**src/rtl/mem_pkg.sv**
```systemverilog
// Shared definitions for the M-stage data path: memory-op encoding, lane
// enables and the load context carried from M to W.
package mem_pkg;

  typedef enum logic [2:0] {
    MEM_NONE = 3'd0,
    MEM_SW   = 3'd1,
    MEM_SH   = 3'd2,
    MEM_SB   = 3'd3,
    MEM_LW   = 3'd4,
    MEM_LH   = 3'd5,
    MEM_LHU  = 3'd6,
    MEM_LB   = 3'd7
  } mem_op_e;

  localparam logic [3:0] BE_WORD = 4'b1111;
  localparam logic [3:0] BE_HALF = 4'b0011;
  localparam logic [3:0] BE_BYTE = 4'b0001;

  typedef struct packed {
    logic       valid;
    logic [1:0] off;
    mem_op_e    op;
    logic       sgn;
  } ld_ctx_t;

endpackage

```
**src/rtl/load_ext.sv**
```systemverilog
// Load-side lane select and sign/zero extension of the DM read word.
// Purely combinational; zero output when no load is in flight.
module load_ext
  import mem_pkg::*;
(
  input  ld_ctx_t     ctx_i,
  input  logic [31:0] rdata_i,
  output logic [31:0] ldata_o
);

  logic [15:0] half;
  logic [7:0]  byte_sel;

  always_comb begin
    half = ctx_i.off[1] ? rdata_i[31:16] : rdata_i[15:0];
    case (ctx_i.off)
      2'd0:    byte_sel = rdata_i[7:0];
      2'd1:    byte_sel = rdata_i[15:8];
      2'd2:    byte_sel = rdata_i[23:16];
      default: byte_sel = rdata_i[31:24];
    endcase

    ldata_o = '0;
    if (ctx_i.valid) begin
      case (ctx_i.op)
        MEM_LW:          ldata_o = rdata_i;
        MEM_LH, MEM_LHU: ldata_o = {{16{ctx_i.sgn & half[15]}}, half};
        MEM_LB:          ldata_o = {{24{ctx_i.sgn & byte_sel[7]}}, byte_sel};
        default:         ldata_o = '0;
      endcase
    end
  end

endmodule

```
**src/rtl/mem_data_unit.sv**
```systemverilog
// M-stage data path: store lane alignment/byte enables, load request and a
// held M-to-W load context; load data reaches W one cycle after issue.
module mem_data_unit
  import mem_pkg::*;
#(
  parameter int DATA_W = 32,
  parameter int OP_W   = 3
) (
  input  logic              clk,
  input  logic              reset,
  input  logic [DATA_W-1:0] M_addr,
  input  logic [DATA_W-1:0] M_wdata,
  input  logic [OP_W-1:0]   M_memop,
  input  logic              M_lbu,
  input  logic              M_hold,
  output logic [DATA_W-1:0] m_data_addr,
  output logic [3:0]        m_data_byteen,
  output logic [DATA_W-1:0] m_data_wdata,
  output logic              m_data_re,
  input  logic [DATA_W-1:0] dm_rdata,
  output logic [DATA_W-1:0] W_ldata,
  output logic              W_lvalid,
  output logic              M_align_err
);

  ld_ctx_t ctx_q, ctx_d;

  assign m_data_addr = {M_addr[DATA_W-1:2], 2'b00};

  // Misaligned accesses raise the error and suppress both write and read.
  always_comb begin
    m_data_byteen = '0;
    m_data_wdata  = M_wdata;
    m_data_re     = 1'b0;
    M_align_err   = 1'b0;
    case (M_memop)
      MEM_SW: begin
        if (M_addr[1:0] == 2'b00) m_data_byteen = BE_WORD;
        else                      M_align_err   = 1'b1;
      end
      MEM_SH: begin
        m_data_wdata = {2{M_wdata[15:0]}};
        if (!M_addr[0]) m_data_byteen = BE_HALF << {M_addr[1], 1'b0};
        else            M_align_err   = 1'b1;
      end
      MEM_SB: begin
        m_data_wdata  = {4{M_wdata[7:0]}};
        m_data_byteen = BE_BYTE << M_addr[1:0];
      end
      MEM_LW: begin
        if (M_addr[1:0] == 2'b00) m_data_re   = 1'b1;
        else                      M_align_err = 1'b1;
      end
      MEM_LH, MEM_LHU: begin
        if (!M_addr[0]) m_data_re   = 1'b1;
        else            M_align_err = 1'b1;
      end
      MEM_LB:  m_data_re = 1'b1;
      default: m_data_re = 1'b0;
    endcase
  end

  always_comb begin
    ctx_d.valid = m_data_re;
    ctx_d.off   = M_addr[1:0];
    ctx_d.op    = mem_op_e'(M_memop);
    ctx_d.sgn   = ~((M_memop == MEM_LHU) | ((M_memop == MEM_LB) & M_lbu));
  end

  always_ff @(posedge clk or posedge reset) begin
    if (reset)        ctx_q <= '0;
    else if (!M_hold) ctx_q <= ctx_d;
  end

  assign W_lvalid = ctx_q.valid;

  load_ext u_load_ext (
    .ctx_i   (ctx_q),
    .rdata_i (dm_rdata),
    .ldata_o (W_ldata)
  );

endmodule

```
**config.mk**
```make
export PLATFORM = sky130hd
export DESIGN_NAME = mem_data_unit
export DESIGN_NICKNAME = d
export VERILOG_FILES = /design/src/rtl/mem_pkg.sv /design/src/rtl/load_ext.sv /design/src/rtl/mem_data_unit.sv
export SDC_FILE = /design/constraint.sdc
export NUM_CORES = 1
export LEC_CHECK = 0
export ABC_AREA = 1
export BUFFER_PORTS_ARGS = -buffer_cell sky130_fd_sc_hd__clkbuf_2
export CELL_PAD_IN_SITES_DETAIL_PLACEMENT = 1
export CELL_PAD_IN_SITES_GLOBAL_PLACEMENT = 1
export CORE_ASPECT_RATIO = 0.75
export CORE_MARGIN = 2
export CORE_UTILIZATION = 24
export DETAILED_ROUTE_END_ITERATION = 12
export GPL_ROUTABILITY_DRIVEN = 0
export PLACE_DENSITY_LB_ADDON = 0.1
export SLEW_MARGIN = 20
export SYNTH_ARGS = -nofsm -noshare
export SYNTH_HDL_FRONTEND = slang
export SYNTH_SLANG_ARGS = --single-unit
export TNS_END_PERCENT = 30
```
**constraint.sdc**
```tcl
create_clock -name clk -period 3.15 [get_ports clk]
set_input_delay 0.1575 -clock clk [delete_from_list [all_inputs] [get_ports clk]]
set_output_delay 0.1575 -clock clk [all_outputs]
set_load 0.03 [all_outputs]
```
==> impl_metrics.env, run 1 <==
export IMPL_start_util=0.2473
export IMPL_cts_tree="yes"
export IMPL_async_flop_share=1.000
export IMPL_synth_most_common_cell="nand2_1"
export IMPL_initialDrtViolationCount=82
export IMPL_dpl_cell_area_um2=2554
export IMPL_clockRootBuffer="clkbuf_16"
export IMPL_cts_buffer_depth=2
export IMPL_core_area_um2=8491
export IMPL_hold_class="input port to register"
export IMPL_die_h_um=85
export IMPL_synth_top_area_frac=0.1931
export IMPL_relSlewSlack=0.6037
export IMPL_remaining_drc_errors=0
export IMPL_tightest_slew_ns=0.5931
export IMPL_grt_pass1_wl_um=13160
export IMPL_die_w_um=112
export IMPL_ys_top_cells_by_count="nand2_1, inv_1, buf_4, nor2_1, o21ai_0"
export IMPL_clk_pin_slew_ns=0.04
export IMPL_post_synth_cell_area_avg_um2=5.554
export IMPL_cp_start_kind="register"
export IMPL_dp_hpwl_um=6765
export IMPL_hold_slack_ns=0.1758
export IMPL_num_fill_cells=1197
export IMPL_synthToLayoutAreaGrowth_pct=25.86
export IMPL_end_kind="output port"
export IMPL_routed_via_count=2580
export IMPL_drv_slew=0
export IMPL_wl_um=7984
export IMPL_seq_area_um2=175.2
export IMPL_nNetsFinal=577
export IMPL_rsz0062_at_grt="no"
export IMPL_status="finished clean"
export IMPL_synthCells=378
export IMPL_yosysSeqAreaShare=0.08343
export IMPL_instances_no_fill=581
export IMPL_period_share=0.6868
export IMPL_grt_overflow=0
export IMPL_synth_distinct_cells=31
export IMPL_multiInputGateArea_um2=1265
export IMPL_cts_buffers=3
export IMPL_p_per_area_nw_per_um2=299.6
export IMPL_num_antenna_cells=0
export IMPL_drt_vias_per_instance=4.441
export IMPL_netlist_area_um2=2100
export IMPL_ir_worst_vdd_mv=0.1795
export IMPL_p_leak_nw=1.751
export IMPL_synthFlopType="dfrtp_1"
export IMPL_core_rowCount=29
export IMPL_drtPass1Iterations=4
export IMPL_synth_edf_count=0
export IMPL_use_met3=0.01643
export IMPL_top_usage_layer="met2"
export IMPL_crit_start="ctx_q[5]"
export IMPL_r2r_end="W_lvalid"
export IMPL_critPathKind="register to output port"
export IMPL_placed_cells=576
export IMPL_timing_final_hold_violations=0
export IMPL_crit_required_ns=2.99
export IMPL_htreeDepth=1
export IMPL_path_max_fanout=24
export IMPL_met2_usage=0.2837
export IMPL_port_buffers=143
export IMPL_grt_pass1_vias=2652
export IMPL_wire_per_inst_um=13.74
export IMPL_fin_tns_setup_ns=0
export IMPL_rrSetupSlack_ns=2.05
export IMPL_grtUsageMet1=0.2251
export IMPL_clock_sinks=7
export IMPL_fmaxAchievable_mhz=462.2
export IMPL_dieArea_um2=9520
export IMPL_yosysWarnings=0
export IMPL_postRouteAntennaNets=0
export IMPL_grt_max_degree=27
export IMPL_crit_path_end="W_ldata[18]"
export IMPL_grt_util_all_layers=0.1659
export IMPL_ff2ff_path_depth=2
export IMPL_drv_cap=0
export IMPL_yosysTopAreaCell="nand2_1"
export IMPL_finClkSkew_ns=0
export IMPL_ioPinCount=206
export IMPL_r2r_start="W_lvalid"
export IMPL_fin_crit_ns=2.163
export IMPL_ys_ff_latch=7
export IMPL_finalInstanceArea_um2=2643
export IMPL_worstSkewPairLatency_ns=0.23
export IMPL_ys_top_cells_by_area="nand2_1, buf_4, inv_1, dfrtp_1, o21ai_0"
export IMPL_postCtsResizedCells=0
export IMPL_critPathArrivalTime_ns=2.01
export IMPL_drive_gt1_frac=0.3763
export IMPL_finalSetupViolCount=0
export IMPL_antenna_found_initial=0
==> layout by cell type, fill, tap and decap left out, types with 2 or more instances in the layout <==
master,netlist,routed
nand2_2,2,2
nand3_4,2,2
nor2_1,33,33
buf_4,42,2
nand2_1,108,108
clkbuf_2,0,143
a21oi_2,8,8
o211ai_1,5,5
nand3_2,12,12
o21ai_1,4,4
nand3_1,13,13
clkbuf_16,0,3
dfrtp_1,7,7
inv_1,64,64
a21oi_1,14,14
conb_1,1,2
inv_2,2,2
nor2_2,2,2
o311ai_0,3,3
o21ai_0,27,27
o31ai_1,2,2
a22oi_1,6,6
==> logic make-up after synthesis <==
kind of cell | synth area share
other | 0.001786
buffers and inverters | 0.3158
AOI/OAI and AO/OA | 0.2145
and+or+nand+nor | 0.3844
DFF | 0.08343
==> metal layers <==
metal | up-vias | part of all wire
met3 | 21 | 0.041
met1 | 1157 | 0.48
li1 | 1336 | -
met2 | 66 | 0.46
met5 | - | 0
met4 | 0 | 0.019
==> worst min path at each step <==
stage	start	endpoint	slack (ns)	cells after the start
after global placement	reset	W_lvalid	0.09	2
final	M_lbu	ctx_q[0]	0.18	2
after global routing	M_lbu	ctx_q[0]	0.21	2
after detailed placement	reset	W_lvalid	0.10	2
after floorplan	reset	W_lvalid	-0.04	1
after CTS	M_lbu	ctx_q[0]	0.17	2
==> registers in the layout, indices dropped and copies added (netlist names) <==
signal / count
W_lvalid: 1
ctx_q: 6
==> what timing repair did <==
item / 4_1_cts / 5_1_grt
hold endpoints to repair: 7 / 0
hold buffers: 1 / 0
setup buffers: 0 / 0
==> critical path: stages, from the launching register on <==
cell and delay, ns:
dfrtp_1 0.61, nand2_1 0.13, nand3_1 0.17, nand3_4 0.34
nand3_1 0.18, nand2_1 0.06, inv_1 0.05, clkbuf_2 0.20
==> power by group <==
group / switching, mW / total [mW] / internal (mW)
clock network: 0.0503 / 0.219 / 0.169
logic: 0.319 / 0.460 / 0.140
registers: 0.0147 / 0.113 / 0.0987
==> cell type report <==
class                           instances  area share
Inverter                               66     0.09375
Timing Repair Buffer                  146      0.2803
Multi-Input combinational cell        250      0.4787
Sequential cell                         7     0.06629
Tap cell                              108     0.05114
Clock buffer                            4     0.02983
==> stage by stage <==
stage,utilization,power (mW),worst slack (ns)
finish,0.3112,0.7918,0.9866
global route,0.3112,0.8540,0.7955
CTS,0.3112,0.8046,0.9492
detailed placement,0.3008,0.5788,1.211
global placement,0.3008,0.5728,1.232
floorplan,-,0.5078,1.363
(Power assumes the default switching activity.)
==> run 2, diff against run 1 <==
Settings changed: CORE_UTILIZATION 24 to 22.
Clock period 3.15 ns to 2.2 ns, I/O delays scaled along.
==> run 2 against run 1 <==
Against the previous run: via count grew 2.5%; routed wire length grew 3.2%; critical path depth grew 1; clock skew is the same; sequential power grew 42%; cell count grew 3.8%; first-iteration DRC count grew 16%; critical endpoint is now W_ldata[31].
==> impl_metrics.env, run 2 (synthesis results as in run 1) <==
export IMPL_status="finished clean"
export IMPL_htreeDepth=1
export IMPL_cellInternalPower_mw=0.5852
export IMPL_finalSetupViolCount=0
export IMPL_path_max_fanout=24
export IMPL_initialDrtViolationCount=95
export IMPL_tightest_slew_ns=0.5904
export IMPL_critPathMaxStageDelay_ns=0.45
export IMPL_core_rowCount=30
export IMPL_largest_register_ff_count=6
export IMPL_crit_chain="nor2_1 > nand2_1 > nand3_1 > nand3_4 > nand3_1 > nand2_1 > inv_1 > clkbuf_2"
export IMPL_port_buffers=143
export IMPL_cts_buffer_depth=2
export IMPL_rsz0062_at_grt="no"
export IMPL_hold_class="input port to register"
export IMPL_drive_gt1_frac=0.3789
export IMPL_cts_tree="yes"
export IMPL_num_antenna_cells=0
export IMPL_combinationalPowerShare=0.587
export IMPL_wl_um=8238
export IMPL_fin_crit_ns=2.026
export IMPL_cts_buffers=3
export IMPL_rrSetupSlack_ns=1.10
export IMPL_ioPinCount=206
export IMPL_synthToLayoutAreaGrowth_pct=27.83
export IMPL_relSlewSlack=0.6060
export IMPL_cp_start_kind="register"
export IMPL_end_kind="output port"
export IMPL_core_area_um2=9159
export IMPL_regMostFlops="ctx_q"
export IMPL_drt_vias_per_instance=4.385
export IMPL_start_util=0.2292
export IMPL_grt_pass1_wl_um=12560
export IMPL_routed_via_count=2644
export IMPL_timing_final_hold_violations=0
export IMPL_dieArea_um2=10350
export IMPL_remaining_drc_errors=0
export IMPL_p_sw_frac=0.4828
export IMPL_seqPwrFrac=0.142
export IMPL_total_power_mw=1.131
export IMPL_postRouteAntennaNets=0
export IMPL_placed_cells=598
export IMPL_grt_pass1_vias=2528
export IMPL_dpl_worst_slack_ns=0.3952
export IMPL_p_per_area_nw_per_um2=421.5
export IMPL_drv_slew=0
export IMPL_die_h_um=88.60
export IMPL_period_share=0.9208
export IMPL_antenna_found_initial=0
export IMPL_drtPass1Iterations=4
export IMPL_ir_worst_vdd_mv=0.4726
export IMPL_clock_sinks=7
export IMPL_crit_required_ns=2.09
export IMPL_fin_tns_setup_ns=0
export IMPL_die_w_um=116.8
export IMPL_instances_no_fill=603
export IMPL_dp_hpwl_um=6966
export IMPL_finClkSkew_ns=0
export IMPL_worst_slack_ns=0.1741
export IMPL_critPathArrivalTime_ns=1.92
export IMPL_cts_setup_buffers=0
export IMPL_clockRootBuffer="clkbuf_16"
export IMPL_p_switching_mw=0.5462
export IMPL_grt_util_all_layers=0.1530
export IMPL_p_leak_nw=1.759
export IMPL_critPathKind="register to output port"
export IMPL_clk_pin_slew_ns=0.04
export IMPL_slowest_stage="dfrtp_1"
export IMPL_fmaxAchievable_mhz=493.6
export IMPL_nNetsFinal=579
export IMPL_fin_util=0.2930
export IMPL_final_cell_mix="clkbuf_2, nand2_1, inv_1"
export IMPL_p_clk_frac=0.271
export IMPL_drv_cap=0
export IMPL_final_common_cell="clkbuf_2"
export IMPL_grt_max_degree=29
export IMPL_wire_per_inst_um=13.66
export IMPL_worstSkewPairLatency_ns=0.23
export IMPL_grt_overflow=0
run 2: stage by stage:
step / instance area, µm² / hold WS, ns
2_1_floorplan: 2103 / -0.08660
6_report: 2684 / 0.1390
3_3_place_gp: 2594 / 0.03256
3_5_place_dp: 2594 / 0.03965
5_1_grt: 2684 / 0.1730
4_1_cts: 2683 / 0.1366
run 2: path summary, 6_finish.rpt:
kind / start / end / depth (start not counted)
worst max-delay path: ctx_q[5] / W_ldata[31] / 8
worst min-delay path: M_lbu / ctx_q[0] / 2
worst max register to register: W_lvalid / W_lvalid / 2
worst min register to register: ctx_q[1] / ctx_q[1] / 2
max in group asynchronous: reset / ctx_q[1] / 3
min in group asynchronous: reset / W_lvalid / 3
run 2: routing by layer:
layer  track usage  share of wire  vias to the layer above
met5             0              0                        -
met1        0.2158           0.48                     1211
met4       0.03636          0.020                        0
met2        0.2543           0.45                       72
li1              -              -                     1343
met3       0.01233          0.055                       18
run 2: power groups by stage:
stage | Sequential (mW) | Combinational (mW) | Clock [mW]
global route | 0.163 | 0.731 | 0.322
detailed placement | 0.162 | 0.668 | 0
CTS | 0.161 | 0.672 | 0.312
finish | 0.161 | 0.664 | 0.307
global placement | 0.160 | 0.663 | 0
floorplan | 0.160 | 0.567 | 0
run 2: layout make-up:
class	instances	area (µm²)
Clock buffer	4	78.83
Multi-Input combinational cell	250	1265
Inverter	66	249.0
Fill cell	1296	6475
Tap cell	128	160.2
Sequential cell	7	175.2
Timing Repair Buffer	148	755.7
run 2: critical path, delay by kind of cell (launching register included):
family | cells | cell delay [ns]
buffers and inverters | 2 | 0.26
and+or+nand+nor | 6 | 0.94
DFF | 1 | 0.45
run 2: timing repair:
action / 4_1_cts / 5_1_grt
hold buffers: 1 / 0
endpoints found under the setup margin: 0 / 3
hold endpoints to repair: 7 / 0
gates resized for setup: 0 / 1
==> run 3, diff against run 2 <==
Settings changed: RECOVER_POWER from default to 100.
==> run 3 against run 2 <==
Against the previous run: utilization decreased by 0.98 points; total power decreased by 2.1%; sequential share of layout area increased by 0.23 points; routed wire length increased by 0.42%; via count decreased by 0.42%; cell count unchanged; first-iteration DRC count decreased by 8.4%; worst setup slack improved by 0.049 ns; global-route usage unchanged; final area decreased by 3.4%; non-clock buffer count unchanged; clock skew unchanged; critical endpoint is now W_ldata[3]; largest power group unchanged.
==> impl_metrics.env, run 3 (synthesis results as in run 1) <==
export IMPL_finClkSkew_ns=0
export IMPL_dpl_cell_area_um2=2594
export IMPL_multiInputGateArea_um2=1225
export IMPL_die_h_um=88.60
export IMPL_drive_gt1_frac=0.2758
export IMPL_drv_slew=0
export IMPL_end_kind="output port"
export IMPL_final_common_cell="nand2_1"
export IMPL_wl_um=8273
export IMPL_r2r_end="W_lvalid"
export IMPL_critPathArrivalTime_ns=1.87
export IMPL_hold_class="input port to register"
export IMPL_seq_area_um2=175.2
export IMPL_status="finished clean"
export IMPL_initialDrtViolationCount=87
export IMPL_cp_start_kind="register"
export IMPL_timing_final_hold_violations=0
export IMPL_drv_cap=0
export IMPL_worstSkewPairLatency_ns=0.23
export IMPL_final_cell_mix="nand2_1, clkbuf_2, inv_1"
export IMPL_antenna_found_initial=0
export IMPL_r2r_start="W_lvalid"
export IMPL_postRouteAntennaNets=0
export IMPL_cts_setup_buffers=0
export IMPL_wire_per_inst_um=13.72
export IMPL_finalInstanceArea_um2=2594
export IMPL_fmaxAchievable_mhz=505.9
export IMPL_critPathKind="register to output port"
export IMPL_clockRootBuffer="clkbuf_16"
export IMPL_rrSetupSlack_ns=1.21
export IMPL_ff2ff_path_depth=2
export IMPL_path_max_fanout=7
export IMPL_rsz0062_at_grt="no"
export IMPL_hold_slack_ns=0.1393
export IMPL_fin_crit_ns=1.977
export IMPL_holdPathStages=2
export IMPL_fin_tns_setup_ns=0
export IMPL_clk_pin_slew_ns=0.03
export IMPL_nNetsFinal=579
export IMPL_num_antenna_cells=0
export IMPL_cts_tree="yes"
export IMPL_p_leak_nw=1.636
export IMPL_port_buffers=143
export IMPL_grt_util_all_layers=0.1530
export IMPL_drt_vias_per_instance=4.367
export IMPL_ir_worst_vdd_mv=0.4711
export IMPL_ioPinCount=206
export IMPL_worst_slack_ns=0.2232
export IMPL_largest_register_ff_count=6
export IMPL_relSlewSlack=0.3229
export IMPL_remaining_drc_errors=0
export IMPL_grt_max_degree=29
export IMPL_clock_sinks=7
export IMPL_drtPass1Iterations=4
export IMPL_dp_hpwl_um=6966
export IMPL_die_w_um=116.8
export IMPL_htreeDepth=1
export IMPL_period_share=0.8985
export IMPL_p_per_area_nw_per_um2=427.1
export IMPL_routed_via_count=2633
export IMPL_cts_buffers=3
export IMPL_finalSetupViolCount=0
export IMPL_hold_path_end="ctx_q[0]"
export IMPL_core_area_um2=9159
export IMPL_cts_buffer_depth=2
export IMPL_grt_overflow=0
export IMPL_tightest_slew_ns=1.016
export IMPL_num_fill_cells=1315
export IMPL_grt_pass1_wl_um=12560
export IMPL_core_rowCount=30
export IMPL_fin_util=0.2832
export IMPL_synthToLayoutAreaGrowth_pct=23.54
export IMPL_dpl_worst_slack_ns=0.3952
export IMPL_min_from="M_lbu"
export IMPL_crit_required_ns=2.09
export IMPL_regMostFlops="ctx_q"
export IMPL_dieArea_um2=10350
export IMPL_grt_pass1_vias=2528
export IMPL_start_util=0.2292
run 3: critical path: stages (launching register included):
cell and delay [ns]:
dfrtp_1 0.42, nand3_1 0.15, nor2_1 0.48, nand2_1 0.13, o211ai_1 0.12, nand2_1 0.09, inv_1 0.06, clkbuf_2 0.19
run 3: repair_timing:
action	4_1_cts	5_1_grt
endpoints found under the hold margin	7	0
resized for setup	0	1
hold buffers	1	0
endpoints found under the setup margin	0	3
run 3: worst max path at each step:
stage	startpoint	end	slack [ns]	cells after the start
6_report	ctx_q[2]	W_ldata[3]	0.22	7
5_1_grt	ctx_q[1]	W_ldata[17]	0.03	8
4_1_cts	ctx_q[1]	W_ldata[31]	0.15	8
3_5_place_dp	ctx_q[1]	W_ldata[31]	0.40	8
3_3_place_gp	ctx_q[1]	W_ldata[31]	0.42	8
2_1_floorplan	M_memop[2]	m_data_byteen[1]	0.51	3
run 3: final cells by class:
| class | instances | area share |
|---|---|---|
| Sequential cell | 7 | 0.06753 |
| Multi-Input combinational cell | 250 | 0.4723 |
| Timing Repair Buffer | 148 | 0.2721 |
| Tap cell | 128 | 0.06175 |
| Clock buffer | 4 | 0.03039 |
| Inverter | 66 | 0.09600 |
run 3: metal layers:
| layer | GRT usage | routed length [µm] |
|---|---|---|
| met5 | 0 | 0 |
| met4 | 0.03636 | 165 |
| met3 | 0.01233 | 417 |
| met2 | 0.2543 | 3686 |
| met1 | 0.2158 | 4003 |
run 3: per-stage QoR:
stage	power [mW]	std cells
finish	1.108	603
global route	1.192	603
CTS	1.145	603
detailed placement	0.8296	598
global placement	0.8234	598
floorplan	0.7270	379
run 3: power breakdown:
part / total (mW) / leakage [nW] / switching [mW] / internal [mW]
clock: 0.307 / 0.0382 / 0.0658 / 0.241
combinational: 0.641 / 1.51 / 0.454 / 0.187
sequential: 0.161 / 0.0846 / 0.0192 / 0.141
